--- src/rtl/decode_hazard_controller.sv ---
// Decode-stage interlock: per-register countdown scoreboard plus
// stall / freeze / flush arbitration toward the ID/EX register.
module decode_hazard_controller #(
  parameter int REG_ADDR_WIDTH = 5,
  parameter int WB_LATENCY     = 3,
  parameter int CNT_WIDTH      = 16
) (
  input  logic                      clk,
  input  logic                      rst_n,
  input  logic                      id_valid,
  input  logic [1:0]                id_reg_file_ren,
  input  logic [REG_ADDR_WIDTH-1:0] id_src_a_addr,
  input  logic [REG_ADDR_WIDTH-1:0] id_src_b_addr,
  input  logic [1:0]                id_reg_file_wen,
  input  logic [REG_ADDR_WIDTH-1:0] id_dst_addr,
  input  logic                      id_mem_access,
  input  logic                      mem_busy,
  input  logic                      flush,
  input  logic                      stall_cnt_clr,
  output logic                      id_issue,
  output logic                      id_stall,
  output logic                      ex_bubble,
  output logic [1:0]                ctrl_state,
  output logic [CNT_WIDTH-1:0]      stall_cycles
);

  localparam int NUM_REGS = 2 ** REG_ADDR_WIDTH;

  typedef enum logic [1:0] {
    ST_RUN    = 2'b00,
    ST_STALL  = 2'b01,
    ST_FREEZE = 2'b10,
    ST_FLUSH  = 2'b11
  } state_e;

  logic [3:0]           cnt_q [NUM_REGS];
  logic [3:0]           cnt_d [NUM_REGS];
  logic                 flush_pend_q, flush_pend_d;
  state_e               state_q, state_d;
  logic [CNT_WIDTH-1:0] stall_q, stall_d;

  logic frz, mem_hz, raw_a, raw_b, raw_hz, flush_eff;
  logic sel_frz, sel_fl, sel_raw, sel_run;

  always_comb begin
    frz       = mem_busy;
    mem_hz    = id_valid & id_mem_access & frz;
    raw_a     = id_reg_file_ren[0] & (cnt_q[id_src_a_addr] != 4'd0);
    raw_b     = id_reg_file_ren[1] & (cnt_q[id_src_b_addr] != 4'd0);
    raw_hz    = id_valid & (raw_a | raw_b);
    flush_eff = (flush | flush_pend_q) & ~frz;
    // One-hot row select; a memory hazard is always a freeze
    sel_frz   = frz | mem_hz;
    sel_fl    = flush_eff & ~sel_frz;
    sel_raw   = raw_hz & ~sel_frz & ~sel_fl;
    sel_run   = ~sel_frz & ~sel_fl & ~sel_raw;
  end

  always_comb begin
    id_issue  = 1'b0;
    id_stall  = 1'b0;
    ex_bubble = 1'b0;
    state_d   = ST_RUN;
    unique case (1'b1)
      sel_frz: begin
        id_stall = 1'b1;
        state_d  = ST_FREEZE;
      end
      sel_fl: begin
        ex_bubble = 1'b1;
        state_d   = ST_FLUSH;
      end
      sel_raw: begin
        id_stall  = 1'b1;
        ex_bubble = 1'b1;
        state_d   = ST_STALL;
      end
      sel_run: begin
        id_issue  = id_valid;
        ex_bubble = ~id_valid;
      end
      default: ;
    endcase
  end

  always_comb begin
    for (int i = 0; i < NUM_REGS; i++) begin
      cnt_d[i] = cnt_q[i];
      if (!frz && cnt_q[i] != 4'd0)
        cnt_d[i] = cnt_q[i] - 4'd1;
    end
    if (id_issue && (|id_reg_file_wen))
      cnt_d[id_dst_addr] = 4'(WB_LATENCY);
  end

  always_comb begin
    flush_pend_d = frz ? (flush_pend_q | flush) : 1'b0;
    stall_d      = stall_q;
    if (stall_cnt_clr)
      stall_d = '0;
    else if (id_stall && stall_q != '1)
      stall_d = stall_q + 1'b1;
  end

  always_ff @(posedge clk or negedge rst_n) begin
    if (!rst_n) begin
      for (int i = 0; i < NUM_REGS; i++)
        cnt_q[i] <= 4'd0;
      flush_pend_q <= 1'b0;
      state_q      <= ST_RUN;
      stall_q      <= '0;
    end else begin
      for (int i = 0; i < NUM_REGS; i++)
        cnt_q[i] <= cnt_d[i];
      flush_pend_q <= flush_pend_d;
      state_q      <= state_d;
      stall_q      <= stall_d;
    end
  end

  assign ctrl_state   = state_q;
  assign stall_cycles = stall_q;

endmodule

--- config.mk ---
export PLATFORM = sky130hd
export DESIGN_NAME = decode_hazard_controller
export DESIGN_NICKNAME = d
export VERILOG_FILES = /design/src/rtl/decode_hazard_controller.sv
export SDC_FILE = /design/constraint.sdc
export NUM_CORES = 1
export LEC_CHECK = 0
export CAP_MARGIN = 10
export CORE_AREA = 3 3 111 156
export DETAILED_ROUTE_END_ITERATION = 6
export DIE_AREA = 0 0 114 159
export PLACE_DENSITY = 0.85
export SLEW_MARGIN = 5
export SYNTH_ARGS = -nofsm -noshare
export SYNTH_HDL_FRONTEND = slang
export SYNTH_SLANG_ARGS = --single-unit
--- constraint.sdc ---
create_clock -name clk -period 3.16 [get_ports clk]
set_clock_uncertainty 0.1 [all_clocks]
set_input_delay 0.474 -clock clk [delete_from_list [all_inputs] [get_ports clk]]
set_output_delay 0.474 -clock clk [all_outputs]
set_load 0.05 [all_outputs]
==> metrics.cfg <==
[placement]
dpl.hpwl_um=15800
place.gp.congestion=0.947
io_buffers=45

[sta]
tightest_slew_ps=654
slew-limit-headroom=0.563
setup_viol=3
rsz0062_at_grt=true
fmax_mhz=298
drv_slew=0
setup_ws_ps=-200
fin_crit_ps=3360
hold_ws_ps=363
period_share=1.06
hold_violations=0

[routing]
vias=8134
firstDrtPassIters=5
drt_iter0_drc=556
drc_errors=0
ant_nets=0
avgViaCountPerCell=5.94
post_drt_wl_per_cell_um=17.0
routed_wl_um=23300

[outcome]
status=finished, violations left
violations=setup timing

[yosys]
syn_area_um2=8810
synth_edf_count=0
async_reset_ff_frac=1.00
netlist_instances=1058
ys.warnings.count=0
synth_nets=1117
synth_seq_area_share=0.417
ys_ff_latch=147
avgSynthCellArea_um2=8.33
synthFlopType=dfrtp_1
ys_types=58

[power]
vdd_drop_max_mv=0.424
cellLeakagePower_uw=0.00474
power_density_nw_per_um2=884
power.total_uw=9550

[setup_path]
cpMaxStageDelayCell=or4_4
cp_max_fo=3
slowest_delay_ps=550
end_kind=output port
path_class=flip-flop to output port
worst_ep_required_time_ps=2590
critPathLaunchType=flip-flop
crit_family=simple AND/OR/NAND/NOR gates
crit_chain=or4_4, or3b_1, o21ai_2, o311a_1, o22ai_4, nand2_2, nor2_4, nor2_2, buf_6
critical_path_buf_inv_count=1
arrival_ps=2790

[clock_network]
path_clk_slew_ps=60
cts_buffer_depth=2
cts_sinks=147
cts_made_buffers=17
cts_tree=done
htree_num_levels=4
ctsRootBufferMaster=clkbuf_16
clkLatencyLatePin_ps=430

[die]
die_w_um=114
start_util=0.547
num_io_pins=47
core_area_um2=16100
fp.dieH_um=159
rows=55
fp.dieArea_um2=18100

[hold_path]
min_path_type=flip-flop to flip-flop

[final_layout]
drive_gt1_frac=0.121
area_delta_synth_final_pct=22.5
nets=1217
antenna_cells=0

[grt]
met2_usage=0.441
grt_max_degree=78
grtUsageMet3=0.0506
met1_usage=0.282
grt_usage=0.255
top_usage_layer=met2
first_global_vias=8082
antenna_found_initial=0
grt_pass1_wl_um=37200
grt_overflow=0

[job]
max_cap_viol_count=0

per-layer routing:
metal / routed length (µm) / vias to the layer above
met1: 8830 / 3891
li1: - / 3815
met3: 1220 / 111
met5: 0 / -
met4: 1430 / 0
met2: 11800 / 317
power by group:
part | total, µW | internal [µW] | leakage [µW] | switching [µW]
clock | 2350 | 1560 | 0.000326 | 792
sequential | 3740 | 2740 | 0.00177 | 993
combinational | 3460 | 1650 | 0.00264 | 1810
stage by stage:
stage               setup TNS [ps]  cell area [µm²]  utilization  std cells  setup slack (ps)
floorplan                        0             8820            -       1058              28.5
global placement             -5890             9820        0.610       1320              -207
detailed placement           -9080             9820        0.610       1320              -254
CTS                           -415            10600        0.659       1357              -168
global route                 -1370            10800        0.670       1370              -275
finish                        -555            10800        0.670       1370              -200
worst paths after layout:
check,slack [ps],cells past startpoint,start,to
max,-200,9,cnt_q[113],ex_bubble
min,360,1,flush_pend_q,ctrl_state[1]
max reg2reg,20,12,cnt_q[113],stall_cycles[1]
min reg2reg,360,1,flush_pend_q,ctrl_state[1]
max in group asynchronous,1660,3,rst_n,cnt_q[24]
min in group asynchronous,500,2,rst_n,cnt_q[69]
cell type report:
| cell class | instances | area (µm²) |
|---|---|---|
| clock buffer | 18 | 429 |
| clock inverter | 14 | 256 |
| fill | 1207 | 5310 |
| inverter | 70 | 263 |
| multi-input combinational | 809 | 4870 |
| sequential | 147 | 3680 |
| tap | 199 | 249 |
| timing repair buffer | 113 | 1050 |
sequential cells by signal, summed over array words and instances (netlist names):
signal / cells
ctrl_state: 2
flush_pend_q: 1
cnt_q: 128
stall_cycles: 16
cell usage in the layout (no fill, tap or decap), types with 15 or more instances in the layout:
cell             synthesis  layout
nor2_1                 140     135
a21oi_1                 83      83
nor3b_1                 33      33
nand2_1                160     159
or3_1                   16      16
inv_1                   70      70
mux2i_1                 16      15
ha_1                    33      33
o21ai_0                 38      38
clkdlybuf4s50_1          0      40
dfrtp_1                147     147
xor2_1                  27      27
buf_4                    0      61
nor4_1                  28      25
xnor2_1                 32      32
nand3_1                 30      30
nor3_1                  47      45
nand2b_1                38      38
clkbuf_16                0      17
cells by family after synthesis:
family	count (synthesis)	share of synthesized area
fa+ha+maj	33	0.0469
simple gates	540	0.298
xor+xnor	59	0.0586
mux	22	0.0322
compound gates	155	0.100
flops	147	0.417
buf+inv	102	0.0466
cell usage after synthesis, types with 2 or more instances:
library cell | instances | area, µm²
nand2_1 | 160 | 601
dfrtp_1 | 147 | 3680
nor2_1 | 140 | 526
a21oi_1 | 83 | 415
inv_1 | 70 | 263
nor3_1 | 47 | 235
nand2b_1 | 38 | 238
o21ai_0 | 38 | 190
ha_1 | 33 | 413
nor3b_1 | 33 | 248
xnor2_1 | 32 | 280
nand3_1 | 30 | 150
nor4_1 | 28 | 175
xor2_1 | 27 | 236
clkbuf_1 | 19 | 71.3
or4_1 | 18 | 135
mux2i_1 | 16 | 160
or3_1 | 16 | 100
o21ai_1 | 9 | 45.0
buf_2 | 7 | 35.0
and3_1 | 6 | 37.5
mux4_2 | 5 | 113
nand4_1 | 5 | 31.3
nor2b_1 | 5 | 31.3
buf_1 | 4 | 15.0
o211ai_1 | 3 | 22.5
or2_1 | 3 | 18.8
a31oi_1 | 2 | 12.5
and2_1 | 2 | 12.5
and4_1 | 2 | 17.5
o311a_1 | 2 | 20.0
or3b_1 | 2 | 17.5
worst register-to-register path, cell delays in order, from the launching register on:
cell and delay (ps):
dfrtp_1 420, or4_4 550, or3b_1 200, o21ai_2 60, o311a_1 380, o22ai_4 240, a21oi_4 100, buf_4 140
o22ai_4 300, buf_6 170, buf_4 110, mux2i_1 200, nor2_1 60
what timing repair did:
item | 4_1_cts | 5_1_grt
hold buffers | 1 | 0
buffers inserted | 4 | 13
pin swaps | 3 | 8
endpoints found under the setup margin | 5 | 72
resized for setup | 16 | 16
gates cloned | 0 | 0
endpoints found under the hold margin | 62 | 0
Note: power is estimated with default switching activity, not from simulation.
